--- config.mk ---
export PLATFORM = sky130hd
export DESIGN_NAME = kernel_lsu
export DESIGN_NICKNAME = d
export VERILOG_FILES = /design/src/rtl/kernel_lsu_pkg.sv /design/src/rtl/kernel_lsu_lanes.sv /design/src/rtl/kernel_lsu.sv
export SDC_FILE = /design/constraint.sdc
export NUM_CORES = 1
export LEC_CHECK = 0
export CORE_MARGIN = 3
export CORE_UTILIZATION = 45
export DETAILED_ROUTE_END_ITERATION = 6
export PLACE_DENSITY = 0.77
export SYNTH_ARGS = -nofsm -noshare
export SYNTH_HDL_FRONTEND = slang
export SYNTH_SLANG_ARGS = --single-unit
--- constraint.sdc ---
create_clock -name clk -period 3 [get_ports clk]
set_input_delay 0.6 -clock clk [delete_from_list [all_inputs] [get_ports clk]]
set_output_delay 0.6 -clock clk [all_outputs]
set_load 0.005 [all_outputs]
--- src/rtl/kernel_lsu_pkg.sv ---
// Shared definitions for the kernel RAM load/store initiator.
// Holds the access-size encoding, the LSU state enum and helpers that turn an
// access size into a byte count or a right-aligned lane mask.
package kernel_lsu_pkg;

  localparam logic [1:0] SIZE_BYTE = 2'b00;
  localparam logic [1:0] SIZE_HALF = 2'b01;
  localparam logic [1:0] SIZE_WORD = 2'b10;  // 2'b11 is reserved and behaves as a word

  typedef enum logic [2:0] {
    ST_IDLE,
    ST_LOAD_WAIT,
    ST_LOAD_SPLIT,
    ST_STORE_SPLIT,
    ST_FAULT
  } lsu_state_e;

  function automatic logic [2:0] size_bytes(input logic [1:0] size);
    case (size)
      SIZE_BYTE: return 3'd1;
      SIZE_HALF: return 3'd2;
      default:   return 3'd4;
    endcase
  endfunction

  function automatic logic [3:0] lane_mask(input logic [1:0] size);
    case (size)
      SIZE_BYTE: return 4'b0001;
      SIZE_HALF: return 4'b0011;
      default:   return 4'b1111;
    endcase
  endfunction

endpackage

--- src/rtl/kernel_lsu_lanes.sv ---
// Combinational lane logic for the LSU.
// Ports:
//   off_i, size_i, signed_i  - byte offset in word, access size, sign-extend flag
//   wdata_i                  - right-aligned store data
//   lo_word_i, hi_word_i     - RAM words holding the low / high part of a load
//   be_first_o, be_second_o  - byte enables for the first and (split) second access
//   wdata_first_o/second_o   - lane-shifted store data for each access
//   load_o                   - extracted and extended load result
module kernel_lsu_lanes
  import kernel_lsu_pkg::*;
(
  input  logic [1:0]  off_i,
  input  logic [1:0]  size_i,
  input  logic        signed_i,
  input  logic [31:0] wdata_i,
  input  logic [31:0] lo_word_i,
  input  logic [31:0] hi_word_i,
  output logic [3:0]  be_first_o,
  output logic [3:0]  be_second_o,
  output logic [31:0] wdata_first_o,
  output logic [31:0] wdata_second_o,
  output logic [31:0] load_o
);

  logic [4:0]  shamt;
  logic [7:0]  be_span;
  logic [63:0] wshift;
  logic [31:0] raw;

  assign shamt = {off_i, 3'b000};

  // Treating the two accessed words as one 64-bit window lets the same shift
  // serve both single and split accesses: the upper half is the second word.
  assign be_span        = {4'b0000, lane_mask(size_i)} << off_i;
  assign be_first_o     = be_span[3:0];
  assign be_second_o    = be_span[7:4];

  assign wshift         = {32'h0, wdata_i} << shamt;
  assign wdata_first_o  = wshift[31:0];
  assign wdata_second_o = wshift[63:32];

  assign raw = 32'({hi_word_i, lo_word_i} >> shamt);

  always_comb begin
    case (size_i)
      SIZE_BYTE: load_o = signed_i ? {{24{raw[7]}}, raw[7:0]}  : {24'h0, raw[7:0]};
      SIZE_HALF: load_o = signed_i ? {{16{raw[15]}}, raw[15:0]} : {16'h0, raw[15:0]};
      default:   load_o = raw;
    endcase
  end

endmodule

--- src/rtl/kernel_lsu.sv ---
// Load/store initiator driving the kernel RAM data port for the CPU core.
// Ports:
//   clk, reset                      - clock, asynchronous active-high reset
//   req_valid/req_ready             - request handshake (ready only when idle)
//   req_write/addr/size/signed/wdata- byte-addressed request fields
//   resp_valid/resp_rdata/resp_fault- one-cycle response pulse, load data, reject flag
//   mem_addr/wdata/be/write         - RAM data port outputs
//   mem_rdata                       - RAM read data, one cycle after the read issue
// Word-crossing accesses are split into two back-to-back RAM accesses, or
// rejected with a fault when ALLOW_MISALIGNED is 0.
module kernel_lsu
  import kernel_lsu_pkg::*;
#(
  parameter int ADDR_WIDTH       = 13,
  parameter bit ALLOW_MISALIGNED = 1'b1
) (
  input  logic                  clk,
  input  logic                  reset,
  input  logic                  req_valid,
  output logic                  req_ready,
  input  logic                  req_write,
  input  logic [ADDR_WIDTH+1:0] req_addr,
  input  logic [1:0]            req_size,
  input  logic                  req_signed,
  input  logic [31:0]           req_wdata,
  output logic                  resp_valid,
  output logic [31:0]           resp_rdata,
  output logic                  resp_fault,
  output logic [ADDR_WIDTH-1:0] mem_addr,
  output logic [31:0]           mem_wdata,
  output logic [3:0]            mem_be,
  output logic                  mem_write,
  input  logic [31:0]           mem_rdata
);

  lsu_state_e            state_q, state_d;
  logic [1:0]            off_q, size_q;
  logic                  signed_q, split_q, store_done_q;
  logic [31:0]           wdata_q, lo_q;
  logic [ADDR_WIDTH-1:0] word_q;

  logic                  in_idle, req_split, reject;
  logic [1:0]            req_off;
  logic [ADDR_WIDTH-1:0] req_word;
  logic [1:0]            l_off, l_size;
  logic                  l_signed;
  logic [31:0]           l_wdata, l_lo;
  logic [3:0]            be_first, be_second;
  logic [31:0]           wdata_first, wdata_second, load_data;

  assign in_idle   = (state_q == ST_IDLE);
  assign req_off   = req_addr[1:0];
  assign req_word  = req_addr[ADDR_WIDTH+1:2];
  assign req_split = ({1'b0, req_off} + size_bytes(req_size)) > 3'd4;
  assign reject    = req_split && (ALLOW_MISALIGNED == 1'b0);

  // The first access is issued from the live request; later cycles work from
  // the held copy, so the lane logic is fed through this mux.
  assign l_off    = in_idle ? req_off    : off_q;
  assign l_size   = in_idle ? req_size   : size_q;
  assign l_signed = in_idle ? req_signed : signed_q;
  assign l_wdata  = in_idle ? req_wdata  : wdata_q;
  assign l_lo     = split_q ? lo_q       : mem_rdata;

  kernel_lsu_lanes u_lanes (
    .off_i          (l_off),
    .size_i         (l_size),
    .signed_i       (l_signed),
    .wdata_i        (l_wdata),
    .lo_word_i      (l_lo),
    .hi_word_i      (mem_rdata),
    .be_first_o     (be_first),
    .be_second_o    (be_second),
    .wdata_first_o  (wdata_first),
    .wdata_second_o (wdata_second),
    .load_o         (load_data)
  );

  always_ff @(posedge clk or posedge reset) begin
    if (reset) begin
      state_q      <= ST_IDLE;
      off_q        <= '0;
      size_q       <= '0;
      signed_q     <= 1'b0;
      split_q      <= 1'b0;
      wdata_q      <= '0;
      word_q       <= '0;
      lo_q         <= '0;
      store_done_q <= 1'b0;
    end else begin
      state_q      <= state_d;
      // Store completion is reported the cycle after the last write.
      store_done_q <= (in_idle && req_valid && req_write && !req_split) ||
                      (state_q == ST_STORE_SPLIT);
      if (in_idle && req_valid) begin
        off_q    <= req_off;
        size_q   <= req_size;
        signed_q <= req_signed;
        split_q  <= req_split;
        wdata_q  <= req_wdata;
        word_q   <= req_word;
      end
      if (state_q == ST_LOAD_SPLIT) lo_q <= mem_rdata;
    end
  end

  always_comb begin
    state_d = state_q;
    case (state_q)
      ST_IDLE: begin
        if (req_valid) begin
          if (reject)         state_d = ST_FAULT;
          else if (req_split) state_d = req_write ? ST_STORE_SPLIT : ST_LOAD_SPLIT;
          else                state_d = req_write ? ST_IDLE : ST_LOAD_WAIT;
        end
      end
      ST_LOAD_SPLIT: state_d = ST_LOAD_WAIT;
      default:       state_d = ST_IDLE;
    endcase
  end

  always_comb begin
    req_ready  = 1'b0;
    resp_valid = store_done_q;
    resp_rdata = '0;
    resp_fault = 1'b0;
    mem_addr   = req_word;
    mem_wdata  = wdata_first;
    mem_be     = 4'b0000;
    mem_write  = 1'b0;
    case (state_q)
      ST_IDLE: begin
        req_ready = 1'b1;
        if (req_valid && !reject) begin
          mem_be    = be_first;
          mem_write = req_write;
        end
      end
      ST_LOAD_SPLIT: begin
        mem_addr = word_q + ADDR_WIDTH'(1);
        mem_be   = be_second;
      end
      ST_STORE_SPLIT: begin
        mem_addr  = word_q + ADDR_WIDTH'(1);
        mem_be    = be_second;
        mem_write = 1'b1;
        mem_wdata = wdata_second;
      end
      ST_LOAD_WAIT: begin
        resp_valid = 1'b1;
        resp_rdata = load_data;
      end
      ST_FAULT: begin
        resp_valid = 1'b1;
        resp_fault = 1'b1;
      end
      default: ;
    endcase
  end

endmodule

# Yosys cells after proc, flatten, opt, wreduce, memory -nomap -nowiden
# Index checks and enable logic that the tools add are counted.
dict set report word_totals {
  output_inout_bits 85
  inputBits 86
  regBits 87
}
dict set report op_classes {
  addsub 2
  n_reduce_logical 10
  n_lt_le_gt_ge 1
  mux 25
  n_eq_ne 7
  shifts 3
}
# cell count
set ops {}
lappend ops {{$mux W32} 6}
lappend ops {{$pmux W32 S2} 1}
lappend ops {{$shl A32 B5 Y64} 1}
lappend ops {{$shr A64 B5 Y32} 1}
lappend ops {{$pmux W4 S2} 2}
lappend ops {{$add A13 B1 Y13 const B} 1}
lappend ops {{$mux W13} 1}
lappend ops {{$pmux W3 S2} 2}
lappend ops {{$shl A4 B2 Y8} 1}
lappend ops {{$mux W1} 7}
lappend ops {{$eq A3 B2 Y1 const B} 2}
lappend ops {{$mux W2} 3}
lappend ops {{$eq A2 B1 Y1 const B} 2}
lappend ops {{$logic_not A2 Y1} 2}
lappend ops {{$mux W4} 1}
lappend ops {{$reduce_or A2 Y1} 2}
lappend ops {{$add A2 B3 Y3} 1}
lappend ops {{$eq A3 B1 Y1 const B} 1}
lappend ops {{$eq A3 B3 Y1 const B} 1}
lappend ops {{$gt A3 B3 Y1 const B} 1}
lappend ops {{$logic_and A1 B1 Y1} 3}
lappend ops {{$logic_not A3 Y1} 1}
lappend ops {{$mux W3} 1}
lappend ops {{$ne A2 B2 Y1 const B} 1}
lappend ops {{other kinds (3)} 3}

# Logic depth before layout (Yosys ltp)
# Gate-level depths: netlist of run 1.
dict set report logic_depth {
  depth_word 7
  depth_mapped 10
  ltp_nobuf 9
}

# Hierarchy
# Synthesis of run 1 repeated with hierarchy kept, for this count alone.
dict set report hier_totals {
  cells_unflattened 776
  hier_area_um2 7272.0
}
# module seq_area_each_um2 area_per_inst_um2 instances cells_per_inst
set modules_own_cells {}
lappend modules_own_cells {kernel_lsu 2152.1 5232.5 1 535}
lappend modules_own_cells {kernel_lsu_lanes 0.0 2039.5 1 241}

# Worst setup path before layout of run 1
# No wires, ideal clock.
dict set report synth_timing {
  path_kind {register to output}
  startpoint {register state_q[0]}
  endpoint {output port resp_rdata[10]}
  arrival_ps 2188
  slack_ps 212
  path_stages_with_launch 10
  t_required_ps 2400
  path_cell_list {dfrtp_1 inv_1 ha_1 buf_6 mux2i_4 buf_6 mux2i_1 mux2i_1 nor3b_2 o21a_1}
}
dict set report synth_via {
  elab_chain_cells 6
  elab_cells_between_ends 12
  cone_classes {eq/ne (2); shift (1); mux (7); reduce/logical (2)}
}
# item line
set synth_lines {}
lappend synth_lines {{from (decl)} kernel_lsu.sv:36} ;# lsu_state_e state_q, state_d;
lappend synth_lines {{from (signal assigned)} kernel_lsu.sv:91} ;# state_q <= state_d;
lappend synth_lines {{$logic_not A3 Y1} kernel_lsu.sv:51} ;# assign in_idle = (state_q == ST_IDLE);
lappend synth_lines {{$mux W2} kernel_lsu.sv:59} ;# assign l_off = in_idle ? req_off : off_q;
lappend synth_lines {{$shr A64 B5 Y32} kernel_lsu_lanes.sv:42} ;# assign raw = 32'({hi_word_i, lo_word_i} >> shamt);
lappend synth_lines {{$mux W32, on equally long branches} {kernel_lsu_lanes.sv:47, kernel_lsu_lanes.sv:46}}
lappend synth_lines {{$pmux W32 S2} kernel_lsu_lanes.sv:45} ;# case (size_i)
lappend synth_lines {{$mux W32 *} kernel_lsu.sv:131} ;# case (state_q)
lappend synth_lines {{to (decl)} kernel_lsu.sv:27} ;# output logic [31:0] resp_rdata,
# Mark *: on every way between the ends. The rest lies on a longest branch, timed or not.

# Worst setup path in the final report of run 1
dict set report layout_timing {
  startpoint {input port req_size[1]}
  endpoint {output port resp_rdata[22]}
}
dict set report layout_via {
  elab_chain_cells 4
  elab_cells_between_ends 5
  cone_classes {eq/ne (1); mux (3); reduce/logical (1)}
}
# item line
set layout_lines {}
lappend layout_lines {{from (decl)} kernel_lsu.sv:23} ;# input logic [1:0] req_size,
lappend layout_lines {{$mux W2 *} kernel_lsu.sv:60} ;# assign l_size = in_idle ? req_size : size_q;
lappend layout_lines {{$eq A2 B1 Y1 / $logic_not A2 Y1 (equally long branches)} kernel_lsu_lanes.sv:45}
lappend layout_lines {{$pmux W32 S2 *} kernel_lsu_lanes.sv:45}
lappend layout_lines {{$mux W32 *} kernel_lsu.sv:131}
# Marked as above.

==> flow_summary.toml, run 1 <==
[place]
pre_cts_slack_ns = -0.7586
dp_cells = 1080
dp_hpwl_um = 16070
gp_congestion = 0.9089
dpl-instance-area_mm2 = 0.009326
portBuffers = 169

[critical_path]
crit_type = "in -> out"
r2r_setup_slack_ns = 0.76
critical_path_arrival_ns = 2.85
cp_data_required_time_ns = 2.40
cp_max_fo = 4
end_kind = "output pin"
setup.worst_path.start_class = "input pin"

[clock_network]
clock_sinks = 86
ctsHoldBuffers = 0
cts_buffers = 9
cts_tree = "done"
clk_path_buf_depth = 2
clock-root-buffer = "clkbuf_16"
clock_latency_ns = 0.35
htree_levels = 3
clkTransAtPathRegs_ns = 0.07

[yosys]
synth_cell_type_count = 50
synth-adder-area-share = 0.01568
synth_ff_type = "dfrtp_1"
synth_compound_area_frac = 0.1660
synthMuxAreaShare = 0.3418
yosys.area_share.simple = 0.09867
synth_top_family_by_area = "multiplexers"
synth_fp_nets = 783
synthXorXnorAreaFrac = 0.01787
synth-edff-count = 0
syn_area_per_cell_um2 = 9.957
ys_warn_count = 0
synth_cells = 689
ys_seq_area_frac = 0.3137
synth_seq_cells = 86
syn_area_mm2 = 0.006860
ys_async_sr_fraction = 1.000

[pwr]
power_density_mw_per_mm2 = 1213
seqPwrFrac = 0.175
p_leak_nw = 4.695
p_clk_frac = 0.096
power_frac_comb = 0.728
intPower_mw = 7.608
p_total_mw = 12.86
p_sw_mw = 5.254
peakVddDrop_v = 0.0005710
p_sw_frac = 0.4085

[layout]
finalNonFillerCells = 1164
area_growth_pct = 54.60
nets = 1069
design_area_mm2 = 0.01061
insertedDiodeCount = 0
layout_commonest_cell = "buf_4"
layout_common_cells = "buf_4 (119), mux2_2 (118), clkdlybuf4s50_1 (98)"
n_fill_cell = 1016
layout-drive-gt1-share = 0.4694

[job]
drv_cap = 0

[detailed_routing]
wl_um = 24860
vias_per_cell = 6.036
vias = 7026
routedWlPerCell_um = 21.36
dr.pass1.iters = 5
antenna_left = 0
drt_first_iter_violations = 481
drc_errors = 0

[global_routing]
grt_pass1_vias = 7095
grtUsageMet3 = 0.04946
use_met2 = 0.4659
gr-usage-all-layers = 0.2802
antenna_found_initial = 1
grt_max_degree = 43
overflow = 0
busiest_layer = "met2"
grt_first_pass_wirelength_um = 37130
grt.met1_usage = 0.3650

[sta]
hold_viol_final = 0
max_freq_ghz = 0.2895
rsz0062_at_grt = "true"
worst_slew_pin_slew_ns = 0.9586
final.setup_skew_ns = 0.006829
maxSlewHeadroom = 0.3596
layout_setup_ws_ns = -0.4545
slew_violations = 0
layout_min_cycle_time_ns = 3.454
setup_tns_ns = -14.53
setup_viol = 66
finalCritPeriodShare = 1.151

[floorplanning]
rows = 44
initial_core_util = 0.4667
dieArea_mm2 = 0.01676
coreArea_mm2 = 0.01470
die_h_um = 129.5
dieWidth_um = 129.5
io_pins = 171

[min_path]
hold_class = "reg -> reg"

[status]
status = "complete, but fails checks"
failed_checks = "negative setup slack"
-- metal layers --
metal	routed length [µm]	share of wire
met3	1697	0.068
met1	10080	0.41
met2	12200	0.49
met5	7	0.00028
met4	871	0.035
-- critical path: stages --
cell             delay, ns
clkdlybuf4s50_1       0.58
and3b_1               0.22
o21ai_0               0.29
buf_4                 0.18
a211o_1               0.16
o32ai_4               0.12
buf_6                 0.15
buf_6                 0.11
a221o_2               0.30
buf_2                 0.13
-- kinds of logic after synthesis --
group | count (synthesis)
compound gates | 161
xor+xnor | 14
fa+ha+maj | 8
buf+inv | 66
flops | 86
mux | 198
other cells | 1
simple gates | 155
-- synth_stat cells (2+ instances only) --
master     count  area share
mux2_2       130        0.21
dfrtp_1       86        0.31
nand2_1       67       0.037
mux2i_1       52       0.076
nor2_1        48       0.026
a21oi_1       35       0.026
o21ai_0       25       0.018
buf_2         23       0.017
clkbuf_1      23       0.013
o22ai_1       16       0.015
mux4_2        14       0.046
nor2b_1       12       0.011
a21o_1        10       0.011
a211oi_1       9      0.0098
a22o_1         8       0.010
a22oi_1        8      0.0088
inv_1          8      0.0044
nand3_1        8      0.0058
o21a_1         8      0.0088
o2bb2ai_1      8       0.010
xnor2_1        8       0.010
a21boi_0       7      0.0077
a311o_1        7       0.010
ha_1           7       0.013
o21ba_2        7       0.010
a221o_1        6      0.0088
xor2_1         6      0.0077
buf_1          5      0.0027
nor3_1         5      0.0036
buf_4          4      0.0044
buf_6          3      0.0049
nand4_1        3      0.0027
mux2i_4        2      0.0066
nand2b_1       2      0.0018
nor3b_1        2      0.0022
or2_2          2      0.0018
or3_1          2      0.0018
-- worst paths after layout --
path / start / depth (start not counted) / to
min in group asynchronous: reset / 2 / wdata_q[30]$_DFFE_PP0P_
max reg2reg: state_q[1]$_DFFE_PP0P_ / 9 / wdata_q[17]$_DFFE_PP0P_
max in group asynchronous: reset / 3 / lo_q[29]$_DFFE_PP0P_
min: wdata_q[28]$_DFFE_PP0P_ / 1 / wdata_q[28]$_DFFE_PP0P_
min reg2reg: wdata_q[28]$_DFFE_PP0P_ / 1 / wdata_q[28]$_DFFE_PP0P_
max: req_size[1] / 10 / resp_rdata[22]
-- sequential cells by signal, indices dropped and copies added, names as in the netlist --
name	flops
signed_q	1
size_q	2
word_q	13
lo_q	32
wdata_q	32
state_q	2
split_q	1
off_q	2
store_done_q	1
-- layout make-up --
type                       count  area [µm²]  share of cell area
timing repair buffer         333        3052              0.2877
clock inverter                 7       97.59            0.009201
sequential                    86        2153              0.2030
clock buffer                   9       225.2             0.02123
tap                          184       230.2             0.02171
inverter                       8       31.28            0.002949
multi-input combinational    537        4817              0.4542
-- metrics by stage --
stage,utilization,hold slack (ns)
after floorplan,-,0.4754
after global placement,0.6345,0.4847
after detailed placement,0.6345,0.4935
after CTS,0.7046,0.5092
after global routing,0.7216,0.5283
final,0.7216,0.5097
-- power groups by stage --
stage          combinational, mW  clock, mW  sequential [mW]
3_5_place_dp                7.64          0             2.22
6_report                    9.37       1.24             2.25
3_3_place_gp                7.50          0             2.16
5_1_grt                     9.89       1.30             2.32
4_1_cts                     8.65       1.24             2.22
2_1_floorplan               4.48          0             2.07
-- what timing repair did --
action | CTS | global route
pin swaps | 26 | 28
gates cloned | 7 | 1
setup buffers | 45 | 25
setup endpoints to repair | 78 | 76
gates resized for setup | 285 | 97
Power figures use the tool's default switching activity.
==> inputs of run 2 (changes only) <==
--- a/config.mk
+++ b/config.mk
@@ -5,8 +5,10 @@
 export SDC_FILE = /design/constraint.sdc
 export NUM_CORES = 1
 export LEC_CHECK = 0
+export CAP_MARGIN = 20
 export CORE_MARGIN = 3
 export CORE_UTILIZATION = 45
+export CTS_CLUSTER_DIAMETER = 60
 export DETAILED_ROUTE_END_ITERATION = 6
 export PLACE_DENSITY = 0.77
 export SYNTH_ARGS = -nofsm -noshare
==> flow_summary.toml, run 2 (synthesis gave the netlist of run 1 again) <==
[status]
status = "complete, but fails checks"
failed_checks = "negative setup slack"

[critical_path]
end_kind = "output pin"
critical-path-top-delay-family = "buffers and inverters"
crit_type = "reg -> out"
rr_endpoint = "wdata_q[0]$_DFFE_PP0P_"
r2r_cells = 8
cp_slowest_cell = "dfrtp_1"
r2r_setup_slack_ns = 0.89
cpPeakStageDelay_ns = 0.39
cp_data_required_time_ns = 2.40
setup.worst_path.start_class = "flip-flop"
path_cells = "inv_2 > ha_4 > buf_12 > mux2i_4 > buf_12 > mux2i_4 > mux2i_2 > nor3b_2 > buf_4 > buf_6 > buf_6 > o21a_1 > buf_2"
cp_max_fo = 8
crit_buf_inv = 7
r2r-start = "state_q[0]$_DFFE_PP0P_"
critical_path_arrival_ns = 2.87

[sta]
layout_setup_ws_ns = -0.4718
maxSlewHeadroom = 0.3488
worst_slew_pin_slew_ns = 0.9748
final.setup_skew_ns = 0.005313
finalCritPeriodShare = 1.157
slew_violations = 0
rsz0062_at_grt = "true"
max_freq_ghz = 0.2880
layout_min_cycle_time_ns = 3.472
setup_tns_ns = -13.51
setup_viol = 64
hold_viol_final = 0

[detailed_routing]
wl_um = 27440
vias = 7308
drt_first_iter_violations = 648
dr.pass1.iters = 5
routedWlPerCell_um = 23.20
vias_per_cell = 6.178
drc_errors = 0
antenna_left = 0

[clock_network]
clock-root-buffer = "clkbuf_16"
clkTransAtPathRegs_ns = 0.06
clk_path_buf_depth = 2
cts_tree = "done"
cts_buffers = 9
htree_levels = 3
clock_sinks = 86
clock_latency_ns = 0.35

[place]
portBuffers = 169
gp_congestion = 0.9089
dpl-instance-area_mm2 = 0.009331
pre_cts_slack_ns = -0.5842
dp_hpwl_um = 16120

[min_path]
holdPathStages = 1
hp-start = "lo_q[31]$_DFFE_PP0P_"
hold_end = "lo_q[31]$_DFFE_PP0P_"
hold_class = "reg -> reg"

[layout]
n_fill_cell = 875
final_util = 0.7588
design_area_mm2 = 0.01115
layout-drive-gt1-share = 0.5295
top_regs = "lo_q x32, wdata_q x32, word_q x13"
layout_common_cells = "mux2_2 (107), buf_4 (97), clkdlybuf4s50_1 (96)"
insertedDiodeCount = 0
nets = 1088
layout_commonest_cell = "mux2_2"
area_growth_pct = 62.58

[global_routing]
antenna_found_initial = 0
gr-usage-all-layers = 0.2932
grt_first_pass_wirelength_um = 38780
grt_pass1_vias = 7196
grt_max_degree = 43
overflow = 0

[floorplanning]
initial_core_util = 0.4667
dieWidth_um = 129.5
rows = 44
io_pins = 171
die_h_um = 129.5
coreArea_mm2 = 0.01470
dieArea_mm2 = 0.01676

[job]
drv_cap = 0

[pwr]
p_leak_nw = 4.934
p_total_mw = 14.04
peakVddDrop_v = 0.0006003
power_density_mw_per_mm2 = 1259
run 2: cell types whose count changed in the layout (fill, tap and decap cells not counted), sizes merged:
cell,before,now
dlygate4sd2,14,2
clkinvlp,2,0
clkbuf,22,20
inv,8,7
clkdlybuf4s50,98,96
clkdlybuf4s15,2,0
clkinv,3,4
dlymetal6s2s,2,3
buf,204,242
run 2: worst max-delay path by stage:
stage	startpoint	end	slack [ns]	cells after the start
2_1_floorplan	reset	lo_q[0]$_DFFE_PP0P_	0.18	1
3_3_place_gp	req_size[1]	resp_rdata[21]	-0.71	5
3_5_place_dp	req_addr[0]	resp_rdata[5]	-0.58	8
4_1_cts	state_q[1]$_DFFE_PP0P_	resp_rdata[21]	-0.41	12
5_1_grt	state_q[0]$_DFFE_PP0P_	resp_rdata[21]	-0.54	11
6_report	state_q[0]$_DFFE_PP0P_	resp_rdata[14]	-0.47	13
run 2: cell type report:
| type | instances | area [µm²] | area share |
|---|---|---|---|
| sequential | 86 | 2153 | 0.1931 |
| inverter | 8 | 31.28 | 0.002805 |
| timing repair buffer | 352 | 3312 | 0.2969 |
| tap | 184 | 230.2 | 0.02064 |
| clock buffer | 11 | 242.7 | 0.02176 |
| clock inverter | 5 | 82.58 | 0.007404 |
| multi-input combinational | 537 | 5101 | 0.4574 |
run 2: power breakdown:
part           switching [mW]  internal [mW]  total (mW)
clock network           0.504          0.755        1.26
logic                    4.80           5.70        10.5
registers               0.526           1.75        2.28
run 2: per-stage QoR:
stage / instances / hold slack, ns
finish: 1183 / 0.5104
CTS: 1164 / 0.5094
global placement: 1080 / 0.4847
global route: 1183 / 0.5312
detailed placement: 1081 / 0.4951
floorplan: 689 / 0.4754
run 2: what timing repair did:
action,CTS,global route
gates cloned,7,1
pin swaps,45,43
buffers inserted,62,32
hold buffers,0,0
endpoints found under the setup margin,80,76
gates resized for setup,398,151
run 2: layer usage:
metal  global-route usage  vias up  wire length [µm]
met5                    0        -                 0
met4              0.09902        0              1006
met3              0.04988      112              1939
met2               0.4875      453             13780
met1               0.3895     3589             10720
li1                     -     3154                 -
run 2: worst reg2reg max path, cell delays in order, from the launching register on:
cell     delay [ns]
dfrtp_1        0.36
inv_2          0.06
ha_4           0.20
buf_4          0.14
buf_4          0.14
nand2_2        0.14
buf_4          0.15
buf_4          0.40
mux2_2         0.41
==> inputs of run 3 (changes only) <==
--- a/config.mk
+++ b/config.mk
@@ -10,6 +10,7 @@
 export CORE_UTILIZATION = 45
 export CTS_CLUSTER_DIAMETER = 60
 export DETAILED_ROUTE_END_ITERATION = 6
+export GPL_TIMING_DRIVEN = 0
 export PLACE_DENSITY = 0.77
 export SYNTH_ARGS = -nofsm -noshare
 export SYNTH_HDL_FRONTEND = slang
==> flow_summary.toml, run 3 (synthesis gave the netlist of run 1 again) <==
[status]
status = "complete, but fails checks"
failed_checks = "design-rule violations, negative setup slack"

[detailed_routing]
routedWlPerCell_um = 28.91
vias = 8225
drc_errors = 17
antenna_left = 0
drt_first_iter_violations = 1200
vias_per_cell = 7.006
wl_um = 33940
dr.pass1.iters = 7

[place]
gp_congestion = 0.9513
portBuffers = 169
dp_hpwl_um = 16820
dp_cells = 1043
pre_cts_slack_ns = -1.092

[sta]
hold_viol_final = 0
maxSlewHeadroom = 0.4159
setup_viol = 68
slew_violations = 0
layout_setup_ws_ns = -0.7018
final.setup_skew_ns = 0.01542
rsz0062_at_grt = "true"
fin_hold_ws_ns = 0.5169
setup_tns_ns = -24.98
worst_slew_pin_slew_ns = 0.8518
layout_min_cycle_time_ns = 3.702
finalCritPeriodShare = 1.234
max_freq_ghz = 0.2701

[global_routing]
grt_first_pass_wirelength_um = 41990
grt_max_degree = 59
gr-usage-all-layers = 0.3296
overflow = 0
antenna_found_initial = 1
grt_pass1_vias = 7477

[layout]
top_regs = "lo_q x32, wdata_q x32, word_q x13"
nets = 1079
final_util = 0.7579
layout_commonest_cell = "mux2_2"
finalNonFillerCells = 1174
layout_common_cells = "mux2_2 (122), clkdlybuf4s50_1 (86), dfrtp_1 (86)"
insertedDiodeCount = 0
area_growth_pct = 62.39
n_fill_cell = 814
layout-drive-gt1-share = 0.5242

[clock_network]
clkTransAtPathRegs_ns = 0.08
htree_levels = 3
cts_buffers = 9
clk_path_buf_depth = 2
clock_sinks = 86
cts_tree = "done"
clock_latency_ns = 0.37
clock-root-buffer = "clkbuf_16"

[floorplanning]
initial_core_util = 0.4667
die_h_um = 129.5
io_pins = 171
coreArea_mm2 = 0.01470
dieArea_mm2 = 0.01676
dieWidth_um = 129.5
rows = 44

[min_path]
hold_class = "reg -> reg"

[critical_path]
cp_max_fo = 10
critical_path_arrival_ns = 3.10
cp_data_required_time_ns = 2.40
setup.worst_path.start_class = "flip-flop"
end_kind = "output pin"
crit_type = "reg -> out"

[pwr]
p_leak_nw = 4.935
peakVddDrop_v = 0.0005909
power_density_mw_per_mm2 = 1322

[job]
drv_cap = 0
-- run 3: worst max-delay path, stage by stage, from the launching register on --
cell,delay (ns)
dfrtp_1,0.40
inv_2,0.09
ha_4,0.17
buf_12,0.15
buf_4,0.23
clkbuf_4,0.31
mux2i_1,0.60
nor3b_4,0.13
buf_12,0.16
buf_6,0.12
o21a_1,0.20
buf_2,0.14
-- run 3: final timing paths --
kind	end	cells past startpoint	startpoint	slack, ns
worst max register to register	wdata_q[29]$_DFFE_PP0P_	10	state_q[1]$_DFFE_PP0P_	0.51
worst min register to register	wdata_q[7]$_DFFE_PP0P_	1	wdata_q[7]$_DFFE_PP0P_	0.52
max in group asynchronous	lo_q[9]$_DFFE_PP0P_	3	reset	1.74
worst min-delay path	wdata_q[7]$_DFFE_PP0P_	1	wdata_q[7]$_DFFE_PP0P_	0.52
min in group asynchronous	word_q[9]$_DFFE_PP0P_	2	reset	0.61
worst max-delay path	resp_rdata[9]	11	state_q[1]$_DFFE_PP0P_	-0.70
-- run 3: repair_timing --
action                                  in CTS  in global routing
setup buffers                               63                 51
endpoints found under the setup margin      82                 81
pin swaps                                   41                 53
hold endpoints to repair                     0                  0
gates resized for setup                    431                198
gates cloned                                 4                  4
hold buffers                                 0                  0
-- run 3: layer usage --
layer  global-route usage  vias up  share of wire
met5                    0        -              0
li1                     -     3145              -
met3              0.07543      331           0.13
met4               0.1883        0          0.092
met1               0.4196     3865           0.35
met2               0.5171      884           0.43
-- run 3: final cells by class --
type / instances / area [µm²] / area share
multi-input cells: 537 / 5115 / 0.4591
plain buffers: 54 / 621.8 / 0.05582
clock buffers: 9 / 225.2 / 0.02022
repair buffers: 289 / 2699 / 0.2423
inverters: 8 / 32.53 / 0.002920
flip-flops and latches: 86 / 2152 / 0.1932
clock inverters: 7 / 65.06 / 0.005840
well taps: 184 / 230.2 / 0.02066
-- run 3: stage by stage --
step	instance area (µm²)	total power, mW
floorplan	6860	6.553
global placement	8782	9.270
detailed placement	8812	9.400
CTS	10160	11.98
global route	11140	15.06
finish	11140	14.72
-- run 3: report_power, final --
part	switching, mW	internal (mW)
sequential	0.583	1.75
combinational	5.52	5.70
clock	0.584	0.583
==> RTL change 1, RTL diff (flow settings as in run 2) <==
The parameter `ADDR_WIDTH` goes from 13 to 11.
--- a/src/rtl/kernel_lsu.sv
+++ b/src/rtl/kernel_lsu.sv
@@ -11,7 +11,7 @@
 module kernel_lsu
   import kernel_lsu_pkg::*;
 #(
-  parameter int ADDR_WIDTH       = 13,
+  parameter int ADDR_WIDTH       = 11,
   parameter bit ALLOW_MISALIGNED = 1'b1
 ) (
   input  logic                  clk,
Ports: changed (resized mem_addr and req_addr); port bits go from 171 to 167. No check against the original RTL was run, so the function may have changed too.
==> RTL change 1 against run 2 <==
The run still ends with setup timing left. Global-route usage shrank 0.096 points. Synthesized area shrank 1.8%. Wire length grew 3.3%. Total power shrank 0.58%. Sequential cell count shrank 2. Setup slack gained 0.11 ns. Cell area shrank 1.3%. Critical path type unchanged. Largest cell class unchanged.
==> RTL change 1: results (changes against run 2) <==
outcome:
  status: "complete, but fails checks"
  failed_checks: "setup timing"
worst_setup_path:
  critical-path-max-stage-delay_ns: 0.38
  arrival_ns: 2.76  # -0.11 ns
  critical_path.max_fanout: 7  # -1
  cpLargestDelayFamily: "buffers and inverters"
  crit_slowest_cell: "dfrtp_1"
cells_and_area:
  diodes: 0  # unchanged
  fillers: 854  # -2.4%
  final_layout_size_suffix_gt1_frac: 0.5434  # +0.01390
  reg_top3: "lo_q x32, wdata_q x32, word_q x11"
  fin_nets: 1079  # -0.83%
route:
  dr_total_vias: 7419  # +1.5%
  dr.pass1.iters: 7  # +2
  drt_iter0_drc: 693  # +6.9%
  post_drt_wl_per_cell_um: 24.16  # +4.1%
global_routing:
  grt_pass1_vias: 7126  # -0.97%
  grt_util_met3: 0.06061  # +0.01073
  grt_pass1_wl_um: 38030  # -2.0%
  antenna_found_initial: 0  # unchanged
  use_met1: 0.3571  # -0.03231
  grt_use_met2: 0.4940  # +0.006524
  grt_max_degree: 85  # +98%
  grt_usage: 0.2923  # -0.0009586
clock_tree:
  clk_pin_slew_ns: 0.06  # about the same
  clk-insertion-delay-late_ns: 0.35  # about the same
  cts_made_buffers: 9  # unchanged
  cts_root_buf: "clkbuf_16"
  htree_levels: 3  # unchanged
  clock_path_buffers: 2  # unchanged
placed_design:
  port_buffers: 165  # -2.4%
  place_congestion: 0.9588  # +5.5%
  place_area_mm2: 0.009149  # -2.0%
  hpwlAfterDp_um: 15290  # -5.2%
pwr:
  power.switching_fraction: 0.4242  # +0.008796
  p_leak_nw: 4.876  # -1.2%
  peakVddDrop_mv: 0.6729  # +12%
yosys:
  synth_common_cells: "mux2_2, dfrtp_1, nand2_1"
  yosys_warnings: 0  # unchanged
  synth-edff-count: 0  # unchanged
  synth_nets: 765  # -2.3%
  async_flop_share: 1.000  # unchanged
  yosysUniqueCellTypes: 50  # unchanged
  yosys-top-cells-area: "dfrtp_1, mux2_2, mux2i_1"
  yosysSeqAreaShare: 0.3120  # -0.001719
timing:
  hold_viol: 0  # unchanged
  finClkSkew_ns: 0.004644  # -0.0006698 ns
  setup_viol: 65  # +1.6%
  fin_ws_ns: -0.3649  # +0.1069 ns
  slew_headroom: 0.5043  # +0.1555
min_path:
  min_path_type: "reg -> reg"
-- RTL change 1: cell types whose count changed in the layout (fill, tap and decap cells not counted), sizes merged, moves of 3 or more --
| cell | change |
|---|---|
| buf | +7 |
| nand4 | -3 |
| nor2 | -3 |
| or2 | +3 |
-- RTL change 1: per-stage QoR --
stage	TNS, ns	cells	util	hold WS (ns)	setup slack, ns
detailed placement	-36.50	1059	0.6271	0.4944	-0.6999
finish	-11.44	1174	0.7542	0.5081	-0.3649
global route	-15.22	1174	0.7542	0.5226	-0.4246
global placement	-35.82	1058	0.6268	0.4854	-0.6872
floorplan	0	673	-	0.4753	0.2048
CTS	-9.074	1134	0.7012	0.5088	-0.3768
-- RTL change 1: layout make-up --
class	count	area share
clock buffer	11	0.02206
clock inverter	3	0.001365
inverter	7	0.002502
multi-input combinational	529	0.4610
sequential	84	0.1912
tap	184	0.02092
timing repair buffer	356	0.3010
-- RTL change 1: per-layer routing --
metal | share of wire | vias up
met3 | 0.076 | 141
met5 | 0 | -
met4 | 0.053 | 0
met1 | 0.38 | 3636
met2 | 0.49 | 518
li1 | - | 3124
-- RTL change 1: kinds of logic after synthesis --
| logic type | count (synthesis) | synth area share |
|---|---|---|
| mux | 196 | 0.3447 |
| simple gates | 149 | 0.09619 |
| flops | 84 | 0.3120 |
| buf+inv | 64 | 0.04754 |
| other cells | 1 | 0.0005566 |
| fa+ha+maj | 8 | 0.01597 |
| xor+xnor | 12 | 0.01560 |
| compound gates | 159 | 0.1675 |
-- RTL change 1: worst paths after layout --
kind | cells after the start | startpoint | slack, ns | to
max | 15 | state_q[0] | -0.36 | mem_wdata[1]
min | 1 | lo_q[23] | 0.51 | lo_q[23]
max reg2reg | 8 | state_q[0] | 0.65 | wdata_q[19]
min reg2reg | 1 | lo_q[23] | 0.51 | lo_q[23]
max in group asynchronous | 3 | reset | 1.96 | split_q
min in group asynchronous | 3 | reset | 0.65 | lo_q[19]
-- RTL change 1: power by group through the flow --
stage / Combinational [mW] / Sequential, mW / Clock (mW)
6_report: 10.7 / 2.24 / 1.04
5_1_grt: 11.1 / 2.30 / 1.09
4_1_cts: 8.88 / 2.17 / 1.05
3_5_place_dp: 7.59 / 2.17 / 0
3_3_place_gp: 7.44 / 2.12 / 0
2_1_floorplan: 4.45 / 2.01 / 0
-- RTL change 1: what timing repair did --
action / in CTS / in global routing
setup endpoints to repair: 69 / 71
setup buffers: 59 / 45
endpoints found under the hold margin: 0 / 0
pin swaps: 56 / 54
cloned: 6 / 7
gates resized for setup: 364 / 159
==> RTL change 2, RTL diff (settings of run 2) <==
Made on the original files. Re-encode `lsu_state_e` (5 states) as Gray code, 3 bits wide.
--- a/src/rtl/kernel_lsu_pkg.sv
+++ b/src/rtl/kernel_lsu_pkg.sv
@@ -8,11 +8,11 @@
   localparam logic [1:0] SIZE_WORD = 2'b10;  // 2'b11 is reserved and behaves as a word
 
   typedef enum logic [2:0] {
-    ST_IDLE,
-    ST_LOAD_WAIT,
-    ST_LOAD_SPLIT,
-    ST_STORE_SPLIT,
-    ST_FAULT
+    ST_IDLE        = 3'b000,
+    ST_LOAD_WAIT   = 3'b001,
+    ST_LOAD_SPLIT  = 3'b011,
+    ST_STORE_SPLIT = 3'b010,
+    ST_FAULT       = 3'b110
   } lsu_state_e;
 
   function automatic logic [2:0] size_bytes(input logic [1:0] size);
Formal check against the unedited RTL: no difference found for any inputs over 10 cycles, from zero or initial values and one cycle with reset high; not proved beyond that.
==> RTL change 2 against run 2 <==
The run still ends with setup timing left. Count of clock-buffer cells in the layout stayed put. Worst hold slack worse by 0.033 ns. Wire length is 2.4% higher. Cell count is 9.1% higher. Critical path depth is 3 lower. First-iteration DRC count is 15% higher. Total power is 4.2% lower. Via count is 6.7% higher. Cell area is 0.94% lower. Sequential cell count stayed put. Setup slack better by 0.17 ns. Synthesized area is 0.42% higher. Critical path type unchanged. Critical endpoint is now mem_be[0]. Largest power group unchanged.
==> RTL change 2: results (changes against run 2) <==
outcome:
  status: "complete, but fails checks"
  failed_checks: "setup timing"
global_routing:
  grt_max_degree: 54  # +26%
  grt_pass1_wl_um: 39630  # +2.2%
  antenna_found_initial: 2  # +2
  grt_usage: 0.2993  # +0.006107
  grt_pass1_vias: 7701  # +7.0%
timing:
  finClkSkew_ns: 0.005703  # +0.0003899 ns
  worst_pin_slew_ns: 0.5785  # -0.3963 ns
  fin_ws_ns: -0.3028  # +0.1690 ns
  setup_viol: 48  # -25%
yosys:
  yosysUniqueCellTypes: 51  # +2.0%
  yosysSeqAreaShare: 0.3124  # -0.001310
  synth_nets: 893  # +14%
  synth_common_cells: "nand2_1, dfrtp_1, mux2_2"
  yosys-top-cells-area: "dfrtp_1, mux2_2, nand2_1"
pwr:
  p_leak_nw: 5.105  # +3.5%
  peakVddDrop_mv: 0.8074  # +34%
placed_design:
  place_area_mm2: 0.009438  # +1.1%
  hpwlAfterDp_um: 16080  # -0.25%
  place_congestion: 0.9191  # +1.1%
  place_ws_ns: -0.4982  # +0.08604 ns
route:
  post_drt_wl_per_cell_um: 21.77  # -6.2%
  drt_iter0_drc: 746  # +15%
  dr.pass1.iters: 7  # +2
  vias_per_cell: 6.041  # -2.2%
worst_setup_path:
  arrival_ns: 2.70  # -0.17 ns
  cpLargestDelayFamily: "compound AO/OA/AOI/OAI gates"
  crit_slowest_cell: "dfrtp_1"
cells_and_area:
  final_layout_size_suffix_gt1_frac: 0.4090  # -0.1205
  fillers: 938  # +7.2%
## RTL change 2: changes by cell type after synthesis, sizes merged, moves of 8 or more
cell / run 2 / this run
nand2b: 2 / 10
o211ai: 0 / 8
a21boi: 7 / 15
nand2: 67 / 209
nand3: 8 / 24
a21o: 10 / 1
mux2: 130 / 73
## RTL change 2: routing by layer
| layer | up-vias | routed length, µm | track usage |
|---|---|---|---|
| met5 | - | 0 | 0 |
| met1 | 3726 | 10340 | 0.3610 |
| met4 | 0 | 1742 | 0.1553 |
| met2 | 497 | 13490 | 0.4962 |
| met3 | 146 | 2525 | 0.07491 |
| li1 | 3430 | - | - |
## RTL change 2: final cells by class
type                       count  area (µm²)  share of cell area
timing repair buffer         350        3313              0.2999
sequential                    86        2153              0.1949
clock buffer                  11       242.7             0.02197
multi-input combinational    647        5052              0.4573
clock inverter                 4       23.77            0.002152
tap                          184       230.2             0.02084
inverter                       7       27.53            0.002492
antenna                        2       5.005           0.0004530
## RTL change 2: final timing paths
check                            start          end  slack [ns]  cells past startpoint
max                         state_q[0]    mem_be[0]       -0.30                     10
min                        wdata_q[27]  wdata_q[27]        0.48                      2
max reg2reg                 state_q[1]   state_q[0]        0.90                     10
min reg2reg                wdata_q[27]  wdata_q[27]        0.48                      2
max in group asynchronous        reset     lo_q[29]        1.78                      3
min in group asynchronous        reset   wdata_q[0]        0.55                      2
## RTL change 2: repair_timing
action | 4_1_cts | 5_1_grt
pin swaps | 33 | 39
gates resized for setup | 322 | 151
setup buffers | 42 | 32
gates cloned | 6 | 1
setup endpoints to repair | 72 | 77
## RTL change 2: logic make-up after synthesis
family,after synthesis,synth area share
other,1,0.0005443
multiplexers,148,0.2590
AO/OA/AOI/OAI,153,0.1495
flip-flops,86,0.3124
buffers and inverters,68,0.05104
adder cells (fa/ha/maj),7,0.01380
XOR/XNOR,14,0.01780
AND/OR/NAND/NOR,323,0.1960
## RTL change 2: through the flow
stage          hold slack (ns)    util  power (mW)
2_1_floorplan           0.4417       -       6.409
3_3_place_gp            0.4551  0.6397       9.556
3_5_place_dp            0.4614  0.6397       9.665
4_1_cts                 0.4789  0.7090       12.04
5_1_grt                 0.5043  0.7488       14.12
6_report                0.4774  0.7488       13.45
## RTL change 2: where the power goes
part	internal, mW	switching (mW)
sequential	1.72	0.516
clock	0.576	0.467
combinational	5.25	4.92
## RTL change 2: worst reg2reg max path, cell delays in order, from the launching register on
cell	delay, ns
dfrtp_1	0.37
inv_2	0.06
ha_4	0.20
buf_6	0.13
buf_12	0.14
buf_4	0.15
nand2_2	0.08
buf_4	0.48
nor2_1	0.13
a21oi_1	0.15
o22ai_1	0.09
